### src/rtl/core_pkg.sv
// Shared core definitions: opcode encodings, instruction field positions,
// bubble encoding and opcode classification helpers.
package core_pkg;

  localparam int DATA_W  = 16;
  localparam int INSTR_W = 32;
  localparam int NREGS   = 32;
  localparam int IDX_W   = 5;
  localparam int OPC_W   = 5;
  localparam int IMM_W   = 7;

  // Instruction field bit positions
  localparam int OPC_HI = 31;
  localparam int OPC_LO = 27;
  localparam int RD_HI  = 26;
  localparam int RD_LO  = 22;
  localparam int RS1_HI = 21;
  localparam int RS1_LO = 17;
  localparam int RS2_HI = 16;
  localparam int RS2_LO = 12;
  localparam int IMM_HI = 6;
  localparam int IMM_LO = 0;

  typedef enum logic [OPC_W-1:0] {
    OP_NOP  = 5'd0,
    OP_ADD  = 5'd1,
    OP_SUB  = 5'd2,
    OP_AND  = 5'd3,
    OP_OR   = 5'd4,
    OP_XOR  = 5'd5,
    OP_ADDI = 5'd6,
    OP_LD   = 5'd7,
    OP_ST   = 5'd8,
    OP_BEQ  = 5'd9,
    OP_BGT  = 5'd10,
    OP_BLT  = 5'd11,
    OP_JMP  = 5'd12,
    OP_CMP  = 5'd13
  } opcode_e;

  localparam logic [OPC_W-1:0] NOP_CTRL = 5'd0;

  // Opcodes ADD..LD write a destination register
  function automatic logic is_writer(input logic [OPC_W-1:0] op);
    logic w;
    case (op)
      OP_ADD, OP_SUB, OP_AND, OP_OR, OP_XOR, OP_ADDI, OP_LD: w = 1'b1;
      default:                                              w = 1'b0;
    endcase
    return w;
  endfunction

  // Opcodes 14..31 have no defined meaning
  function automatic logic is_legal(input logic [OPC_W-1:0] op);
    return (op <= OP_CMP);
  endfunction

endpackage

### src/rtl/decode_regfile.sv
// 32x16 register file: async clear, two combinational read ports with
// write-first bypass from the writeback port, r0 hard-wired to zero.
module decode_regfile
  import core_pkg::*;
#(
  parameter int DW = DATA_W,
  parameter int NR = NREGS,
  parameter int IW = IDX_W
) (
  input  logic          clk,
  input  logic          rst_n,
  input  logic          wr_en_i,
  input  logic [IW-1:0] wr_idx_i,
  input  logic [DW-1:0] wr_data_i,
  input  logic [IW-1:0] rd1_idx_i,
  input  logic [IW-1:0] rd2_idx_i,
  output logic [DW-1:0] rd1_data_o,
  output logic [DW-1:0] rd2_data_o
);

  logic [DW-1:0] mem_q [NR];

  // Storage: cleared on reset, written at the edge except for r0
  always_ff @(posedge clk or negedge rst_n) begin
    if (!rst_n) begin
      for (int i = 0; i < NR; i++) begin
        mem_q[i] <= '0;
      end
    end else if (wr_en_i && (wr_idx_i != '0)) begin
      mem_q[wr_idx_i] <= wr_data_i;
    end
  end

  // Read port 1: r0 is zero, same-cycle write wins over stored value
  always_comb begin
    rd1_data_o = '0;
    if (rd1_idx_i == '0) begin
      rd1_data_o = '0;
    end else if (wr_en_i && (wr_idx_i == rd1_idx_i)) begin
      rd1_data_o = wr_data_i;
    end else begin
      rd1_data_o = mem_q[rd1_idx_i];
    end
  end

  // Read port 2: same rules as port 1
  always_comb begin
    rd2_data_o = '0;
    if (rd2_idx_i == '0) begin
      rd2_data_o = '0;
    end else if (wr_en_i && (wr_idx_i == rd2_idx_i)) begin
      rd2_data_o = wr_data_i;
    end else begin
      rd2_data_o = mem_q[rd2_idx_i];
    end
  end

endmodule

### src/rtl/decode_stage.sv
// Decode stage: field slicing, register-file read, load-use stall detection,
// branch flush and the ID/EX pipeline register feeding Execute.
module decode_stage
  import core_pkg::*;
#(
  parameter int DATA_W  = core_pkg::DATA_W,
  parameter int INSTR_W = core_pkg::INSTR_W,
  parameter int NREGS   = core_pkg::NREGS
) (
  input  logic               clk,
  input  logic               rst_n,
  input  logic [INSTR_W-1:0] instr_in,
  input  logic               instr_valid,
  input  logic [DATA_W-1:0]  npc_in,
  input  logic               flush,
  input  logic               wb_en,
  input  logic [IDX_W-1:0]   wb_index,
  input  logic [DATA_W-1:0]  wb_data,
  output logic               stall_out,
  output logic [OPC_W-1:0]   control_out,
  output logic [IDX_W-1:0]   dest_index_out,
  output logic [DATA_W-1:0]  reg1_data,
  output logic [DATA_W-1:0]  reg2_data,
  output logic [DATA_W-1:0]  npc_out,
  output logic [IMM_W-1:0]   immediate,
  output logic               valid_out
);

  // Decoded fields
  logic [OPC_W-1:0] opcode_s;
  logic [IDX_W-1:0] rd_s;
  logic [IDX_W-1:0] rs1_s;
  logic [IDX_W-1:0] rs2_s;
  logic [IMM_W-1:0] imm_s;
  logic             unused_s;

  assign opcode_s = instr_in[OPC_HI:OPC_LO];
  assign rd_s     = instr_in[RD_HI:RD_LO];
  assign rs1_s    = instr_in[RS1_HI:RS1_LO];
  assign rs2_s    = instr_in[RS2_HI:RS2_LO];
  assign imm_s    = instr_in[IMM_HI:IMM_LO];
  // Bits [11:7] carry no information for this core
  assign unused_s = ^instr_in[11:7];

  // Operand read
  logic [DATA_W-1:0] rs1_data_s;
  logic [DATA_W-1:0] rs2_data_s;

  decode_regfile #(
    .DW (DATA_W),
    .NR (NREGS),
    .IW (IDX_W)
  ) u_regfile (
    .clk        (clk),
    .rst_n      (rst_n),
    .wr_en_i    (wb_en),
    .wr_idx_i   (wb_index),
    .wr_data_i  (wb_data),
    .rd1_idx_i  (rs1_s),
    .rd2_idx_i  (rs2_s),
    .rd1_data_o (rs1_data_s),
    .rd2_data_o (rs2_data_s)
  );

  // ID/EX register state
  logic [OPC_W-1:0]  ctrl_q, ctrl_d;
  logic [IDX_W-1:0]  dest_q, dest_d;
  logic [DATA_W-1:0] r1_q, r1_d;
  logic [DATA_W-1:0] r2_q, r2_d;
  logic [DATA_W-1:0] npc_q, npc_d;
  logic [IMM_W-1:0]  imm_q, imm_d;
  logic              valid_q, valid_d;
  logic              stall_s;

  // Load-use hazard: a load in ID/EX feeds an operand of the instr in decode;
  // a flush kills that instr, so it never stalls
  always_comb begin
    stall_s = 1'b0;
    if (flush) begin
      stall_s = 1'b0;
    end else if (valid_q && (ctrl_q == OP_LD) && (dest_q != '0) && instr_valid &&
                 ((rs1_s == dest_q) || (rs2_s == dest_q))) begin
      stall_s = 1'b1;
    end else begin
      stall_s = 1'b0;
    end
  end

  // Next ID/EX contents: bubble unless a legal, valid, unkilled instr is present
  always_comb begin
    ctrl_d  = NOP_CTRL;
    dest_d  = '0;
    r1_d    = '0;
    r2_d    = '0;
    npc_d   = '0;
    imm_d   = '0;
    valid_d = 1'b0;
    if (flush || stall_s || !instr_valid) begin
      valid_d = 1'b0;
    end else if (!is_legal(opcode_s)) begin
      valid_d = 1'b0;
    end else begin
      ctrl_d  = opcode_s;
      dest_d  = is_writer(opcode_s) ? rd_s : 5'd0;
      r1_d    = rs1_data_s;
      r2_d    = rs2_data_s;
      npc_d   = npc_in;
      imm_d   = imm_s;
      valid_d = 1'b1;
    end
  end

  // ID/EX pipeline register with async clear
  always_ff @(posedge clk or negedge rst_n) begin
    if (!rst_n) begin
      ctrl_q  <= NOP_CTRL;
      dest_q  <= '0;
      r1_q    <= '0;
      r2_q    <= '0;
      npc_q   <= '0;
      imm_q   <= '0;
      valid_q <= 1'b0;
    end else begin
      ctrl_q  <= ctrl_d;
      dest_q  <= dest_d;
      r1_q    <= r1_d;
      r2_q    <= r2_d;
      npc_q   <= npc_d;
      imm_q   <= imm_d;
      valid_q <= valid_d;
    end
  end

  assign stall_out      = stall_s;
  assign control_out    = ctrl_q;
  assign dest_index_out = dest_q;
  assign reg1_data      = r1_q;
  assign reg2_data      = r2_q;
  assign npc_out        = npc_q;
  assign immediate      = imm_q;
  assign valid_out      = valid_q;

endmodule
### config.mk
export PLATFORM = sky130hd
export DESIGN_NAME = decode_stage
export DESIGN_NICKNAME = d
export VERILOG_FILES = /design/src/rtl/core_pkg.sv /design/src/rtl/decode_regfile.sv /design/src/rtl/decode_stage.sv
export SDC_FILE = /design/constraint.sdc
export NUM_CORES = 1
export LEC_CHECK = 0
export CAP_MARGIN = 20
export CORE_AREA = 2 2 305 307
export DETAILED_ROUTE_END_ITERATION = 8
export DIE_AREA = 0 0 307 309
export SLEW_MARGIN = 20
export SYNTH_ARGS = -nofsm -noshare
export SYNTH_HDL_FRONTEND = slang
export SYNTH_HIERARCHICAL = 1
export SYNTH_SLANG_ARGS = --single-unit
export TNS_END_PERCENT = 20
### constraint.sdc
create_clock -name clk -period 3.17 [get_ports clk]
set_input_delay 0.634 -clock clk [delete_from_list [all_inputs] [get_ports clk]]
set_output_delay 0.634 -clock clk [all_outputs]
set_load 0.03 [all_outputs]
* Word level (Yosys, flattened, before mapping)
Cells that the tools add are included.
** Storage, ports and cells
- Logic and storage cells :: 109
- Output and inout port bits :: 67
- Flip-flop bits (word level) :: 578
- Bits of input ports :: 74
** Cells by class
- Equality and inequality tests :: 12
- Mux-type cells :: 33
- Reduce and logical (&&, ||, !) cells :: 17
- $lt $le $gt $ge :: 5
- Bitwise logic cells :: 3
** Operators by type and width (number)
- 512-bit bitwise mux :: 1
- 16-bit 2-to-1 mux :: 15
- 16-bit binary-select mux with 5-bit select :: 2
- 16-bit demux with 5-bit select :: 1
- 5-bit by 3-bit equality test with 1-bit output (second input constant) :: 5
- 5-bit 2-to-1 mux :: 5
- 5-bit equality test :: 4
- 6-bit >= comparator (second input constant) :: 3
- 5-bit NOT with 6-bit output :: 3
- 7-bit 2-to-1 mux :: 2
- 5-bit by 2-bit equality test with 1-bit output (second input constant) :: 2
- 5-bit zero test :: 2
- 5-bit nonzero test :: 2
- 1-bit logical AND :: 8
- 1-bit 2-to-1 mux :: 7
- 7-bit OR reduction :: 1
- 6-bit by 1-bit less-than comparator with 1-bit output (second input constant) :: 1
- 5-bit by 1-bit equality test with 1-bit output (second input constant) :: 1
- 5-bit by 4-bit less-or-equal comparator with 1-bit output (second input constant) :: 1
- 1-bit logical OR :: 3
- 1-bit zero test :: 1

* Longest topological paths before layout
Gate-level depths: netlist (run 1).
- Depth in word-level cells :: 13
- Mapped depth :: 10

* Hierarchy
The synthesis (run 1) kept the hierarchy.
** Modules (own cells, without submodules)
- decode_regfile :: cells an instance 2283, area each 29116.7 sq um, times used 1, sequential area each 12812.3 sq um
- decode_stage :: cells an instance 245, area each 2706.3 sq um, times used 1, sequential area each 1651.6 sq um

* Worst setup path after synthesis (run 1)
No wires, ideal clock.
- Kind :: reg2out
- Start point :: register dest_q[1] (netlist: dest_index_out[1])
- End point :: output stall_out
- Buffers on the path :: 1
- Data required time :: 2.536 ns
- Arrival :: 1.634 ns
- Stages on the path, launching flop included :: 6
- Setup slack :: 0.902 ns
- Cells stage by stage :: dfrtp_1 -> or4_1 -> nor2_1 -> nor3_1 -> buf_6 -> and3b_1
** On the way
- Cells in the longest elaborated chain, start to end :: 6
** RTL lines
- start, declared :: line decode_stage.sv:67 : logic [IDX_W-1:0] dest_q, dest_d;
- start signal, assigned :: line decode_stage.sv:125 : dest_q <= dest_d;
- 5-bit nonzero test :: line decode_stage.sv:81 : end else if (valid_q && (ctrl_q == OP_LD) && (dest_q != '0) && instr_valid &&
- 1-bit logical AND (2 in a row) :: line decode_stage.sv:81
- 1-bit logical AND (*) :: line decode_stage.sv:81
- 1-bit 2-to-1 mux (*) :: line decode_stage.sv:81
- 1-bit 2-to-1 mux (*) :: line decode_stage.sv:79 : if (flush) begin
- end, declared :: line decode_stage.sv:19 : output logic stall_out,
Mark *: on every way between the ends. The rest lies on a longest branch, timed or not.

* Final worst setup path (run 1)
- Start point :: input instr_in[21]
- End point :: output stall_out
** On the way
- Cells in the longest elaborated chain, start to end :: 5
** RTL lines
- start, declared :: line decode_stage.sv:12 : input logic [INSTR_W-1:0] instr_in,
- 5-bit equality test :: line decode_stage.sv:82 : ((rs1_s == dest_q) || (rs2_s == dest_q))) begin
- 1-bit logical OR :: line decode_stage.sv:82
- 1-bit logical AND :: line decode_stage.sv:81
- 1-bit 2-to-1 mux :: line decode_stage.sv:81
- 1-bit 2-to-1 mux :: line decode_stage.sv:79
Every way passes these cells.

==> results of run 1 <==
worst reg2reg max path: stages, from the launching register on:
cell and delay, ps:
dfrtp_1 630, xnor2_1 180, nand3_1 140, o22ai_4 370, buf_12 390, a21boi_0 160
routing by layer:
layer,routed length (um),part of all wire
met1,42900,0.43
met2,46200,0.46
met3,7830,0.078
met4,3410,0.034
met5,13,0.00013
worst paths after layout:
kind | from | to | slack, ps | depth (start not counted)
worst min register to register | u_regfile/mem_q[503]$_DFFE_PN0P_ | u_regfile/mem_q[503]$_DFFE_PN0P_ | 400 | 0
max in group asynchronous | rst_n | u_regfile/mem_q[23]$_DFFE_PN0P_ | 2200 | 2
worst min-delay path | rst_n | u_regfile/mem_q[403]$_DFFE_PN0P_ | 20 | 1
min in group clk | u_regfile/mem_q[503]$_DFFE_PN0P_ | u_regfile/mem_q[503]$_DFFE_PN0P_ | 400 | 0
worst max-delay path | instr_in[21] | stall_out | 180 | 6
worst max register to register | dest_index_out[0]$_DFF_PN0_ | valid_out$_DFF_PN0_ | 1160 | 5
state kept, by name, summed over array words and instances, names as in the netlist:
name,count
control_out,5
dest_index_out,5
immediate,7
npc_out,16
reg1_data,16
reg2_data,16
u_regfile/mem_q,512
valid_out,1
cell type report:
class | instances | area, um^2 | area share
tap | 1186 | 1480 | 0.0396
multi-input combinational | 1696 | 15700 | 0.420
timing repair buffer | 310 | 3530 | 0.0941
sequential | 578 | 14500 | 0.386
antenna | 1 | 2.50 | 0.0000668
clock buffer | 104 | 2020 | 0.0538
clock inverter | 17 | 246 | 0.00658
cells by family after synthesis:
family                 synth area share
XOR/XNOR                        0.00550
multiplexers                      0.341
flip-flops                        0.455
AND/OR/NAND/NOR                  0.0462
other                          0.000118
AO/OA/AOI/OAI                    0.0995
buffers and inverters            0.0529
metrics by stage:
step	cells	hold WS (ps)	instance area, um^2	setup slack (ps)
2_1_floorplan	2528	338	31800	902
3_3_place_gp	3770	384	35200	64.4
3_5_place_dp	3770	391	35200	33.1
4_1_cts	3891	24.6	37500	169
5_1_grt	3891	41.9	37500	91.6
6_report	3892	18.2	37500	176
power by group through the flow:
stage          clock network [mW]  logic [mW]  registers [mW]
6_report                     7.97        4.26            9.61
5_1_grt                      8.45        4.59            9.77
4_1_cts                      8.13        4.23            9.59
3_5_place_dp                    0        4.22            9.72
3_3_place_gp                    0        4.07            9.56
2_1_floorplan                   0        2.96            9.47
synthesized netlist by cell type (all sizes together), types with 6 or more instances:
cell type / instances / share of area
nand3: 15 / 0.0028
a31oi: 96 / 0.019
clkbuf: 101 / 0.012
a21oi: 64 / 0.015
dfrtp: 578 / 0.45
a22oi: 256 / 0.060
xnor2: 12 / 0.0033
mux2: 496 / 0.18
nand3b: 6 / 0.0027
nor2: 24 / 0.0099
xor2: 8 / 0.0022
nor2b: 8 / 0.0016
and3: 65 / 0.013
buf: 153 / 0.041
nand2: 78 / 0.010
mux2i: 512 / 0.16
o21ai: 32 / 0.0050
==> impl_metrics.yaml, run 1 <==
outcome:
  run_status: "finished, final reports clean"
global_routing:
  gr-total-overflow: 0
  use_met3: 0.0482
  globalRouteMet1Util: 0.273
  grt_busiest_layer: "met2"
  grt_util_all_layers: 0.209
  grt_pass1_wl_um: 150000
  antenna_violations_before_repair: 1
  grt_util_met2: 0.336
  grt_max_degree: 80
  grt_pass1_vias: 23500
pwr:
  powerDensity_nw_per_um2: 582
  power.static_leakage_nw: 17.4
  pwr-share-comb: 0.195
  fin_total_pwr_mw: 21.8
  power_frac_seq: 0.440
  switching_power_mw: 6.14
  power_frac_clock: 0.365
  power.share.switching: 0.281
  irDropWorstVdd_uv: 355
  p_int_mw: 15.7
critical_path:
  path_max_fanout: 6
  critPathTopFamily: "buffers and inverters"
  critical_path.max_stage_delay_ps: 710
  critPathArrivalTime_ps: 2360
  timing.critical_path.required_ps: 2540
  critical_path.slowest_cell: "clkdlybuf4s50_1"
  worstPathBufferInverterCount: 2
  critical_path.cell_chain: "clkdlybuf4s50_1 > xnor2_1 > nand3_1 > o22ai_4 > and3b_1 > buf_4"
  worstSetupEndpointType: "output pin"
  worst_path_class_setup: "in2out"
  crit_path_start_kind: "input pin"
layout:
  mostFrequentLayoutCell: "dfrtp_1"
  layout.nets: 2727
  most-common-layout-cells: "578 x dfrtp_1, 512 x mux2i_1, 438 x mux2_2, 256 x a22oi_1, 131 x clkdlybuf4s50_1"
  filler_cell_count: 8413
  utilization: 0.410
  post_route_cells_drive_above_1_share: 0.316
  area_growth_pct: 17.8
hold_path:
  hold_class: "in2async"
clock_network:
  clk-insertion-delay-late_ps: 620
  post_cts.repair.setup_buffers: 0
  cts_num_sinks: 578
  clock_edge_transition_at_the_registers_on_the_reported_setup_and_hold_paths_ps: 60
  cts.root.buffer_cell: "clkbuf_16"
  cts.path.max_buffers: 3
  ctsResizeCount: 0
  h-tree-depth: 3
  count_of_hold_fix_buffers_inserted_at_cts: 0
  cts_tree: "built"
  num_cts_buffers: 67
timing:
  post-route-min-period_ps: 2990
  tightest_slew_ps: 717
  timing_hold_violations_final: 0
  final-setup-viol-count: 0
  timing.final.crit_share: 0.944
  worst_slew_margin_rel: 0.520
  maxSlewViolCount: 0
  timing.fmax_mhz: 334
  clock-skew-final_ps: 16.7
  setup-tns-final_ps: 0
  grt_setup_unrepaired: "no"
logic_synthesis:
  ys_dominant_reg_cell: "dfrtp_1"
  synth_edf_count: 0
  fraction_of_the_yosys_area_taken_by_sequential_cells: 0.455
  yosys_register_bits: 578
  synth.avg_cell_area_um2: 12.6
  synthesis.instances: 2528
  mappedNetlistNets: 2602
  synth.cell_area_um2: 31800
  ys.warnings.count: 6
  async_flop_share: 1.00
  number_of_unique_standard_cell_types_used_by_synthesis: 46
place:
  post-dp-hpwl_um: 64200
  gp_congestion: 0.844
  io_buffers: 135
detailed_routing:
  detail_route.vias_per_cell: 5.76
  drc_errors: 0
  routed_len_inst_um: 25.8
  firstDrtPassIters: 6
  routed_wirelength_um: 100000
  first_iter_violations: 1987
  dr_total_vias: 22400
  drtAntennaViolNets: 0
die:
  placement_rows: 111
  die_height_um: 309
  floorplan.initialDensity: 0.348
  design.portCount: 141
  floorplan.core_area_um2: 91400
  die_width_um: 307
  fp.dieArea_um2: 94900
job:
  drv.max_cap_violation_count: 0
(Power assumes the default switching activity.)
==> run 2: changes to the inputs <==
Settings changed: SKIP_CTS_REPAIR_TIMING set to 1.
==> results of run 2 <==
No change in the layout: final DEF, timing and power equal those of run 1.
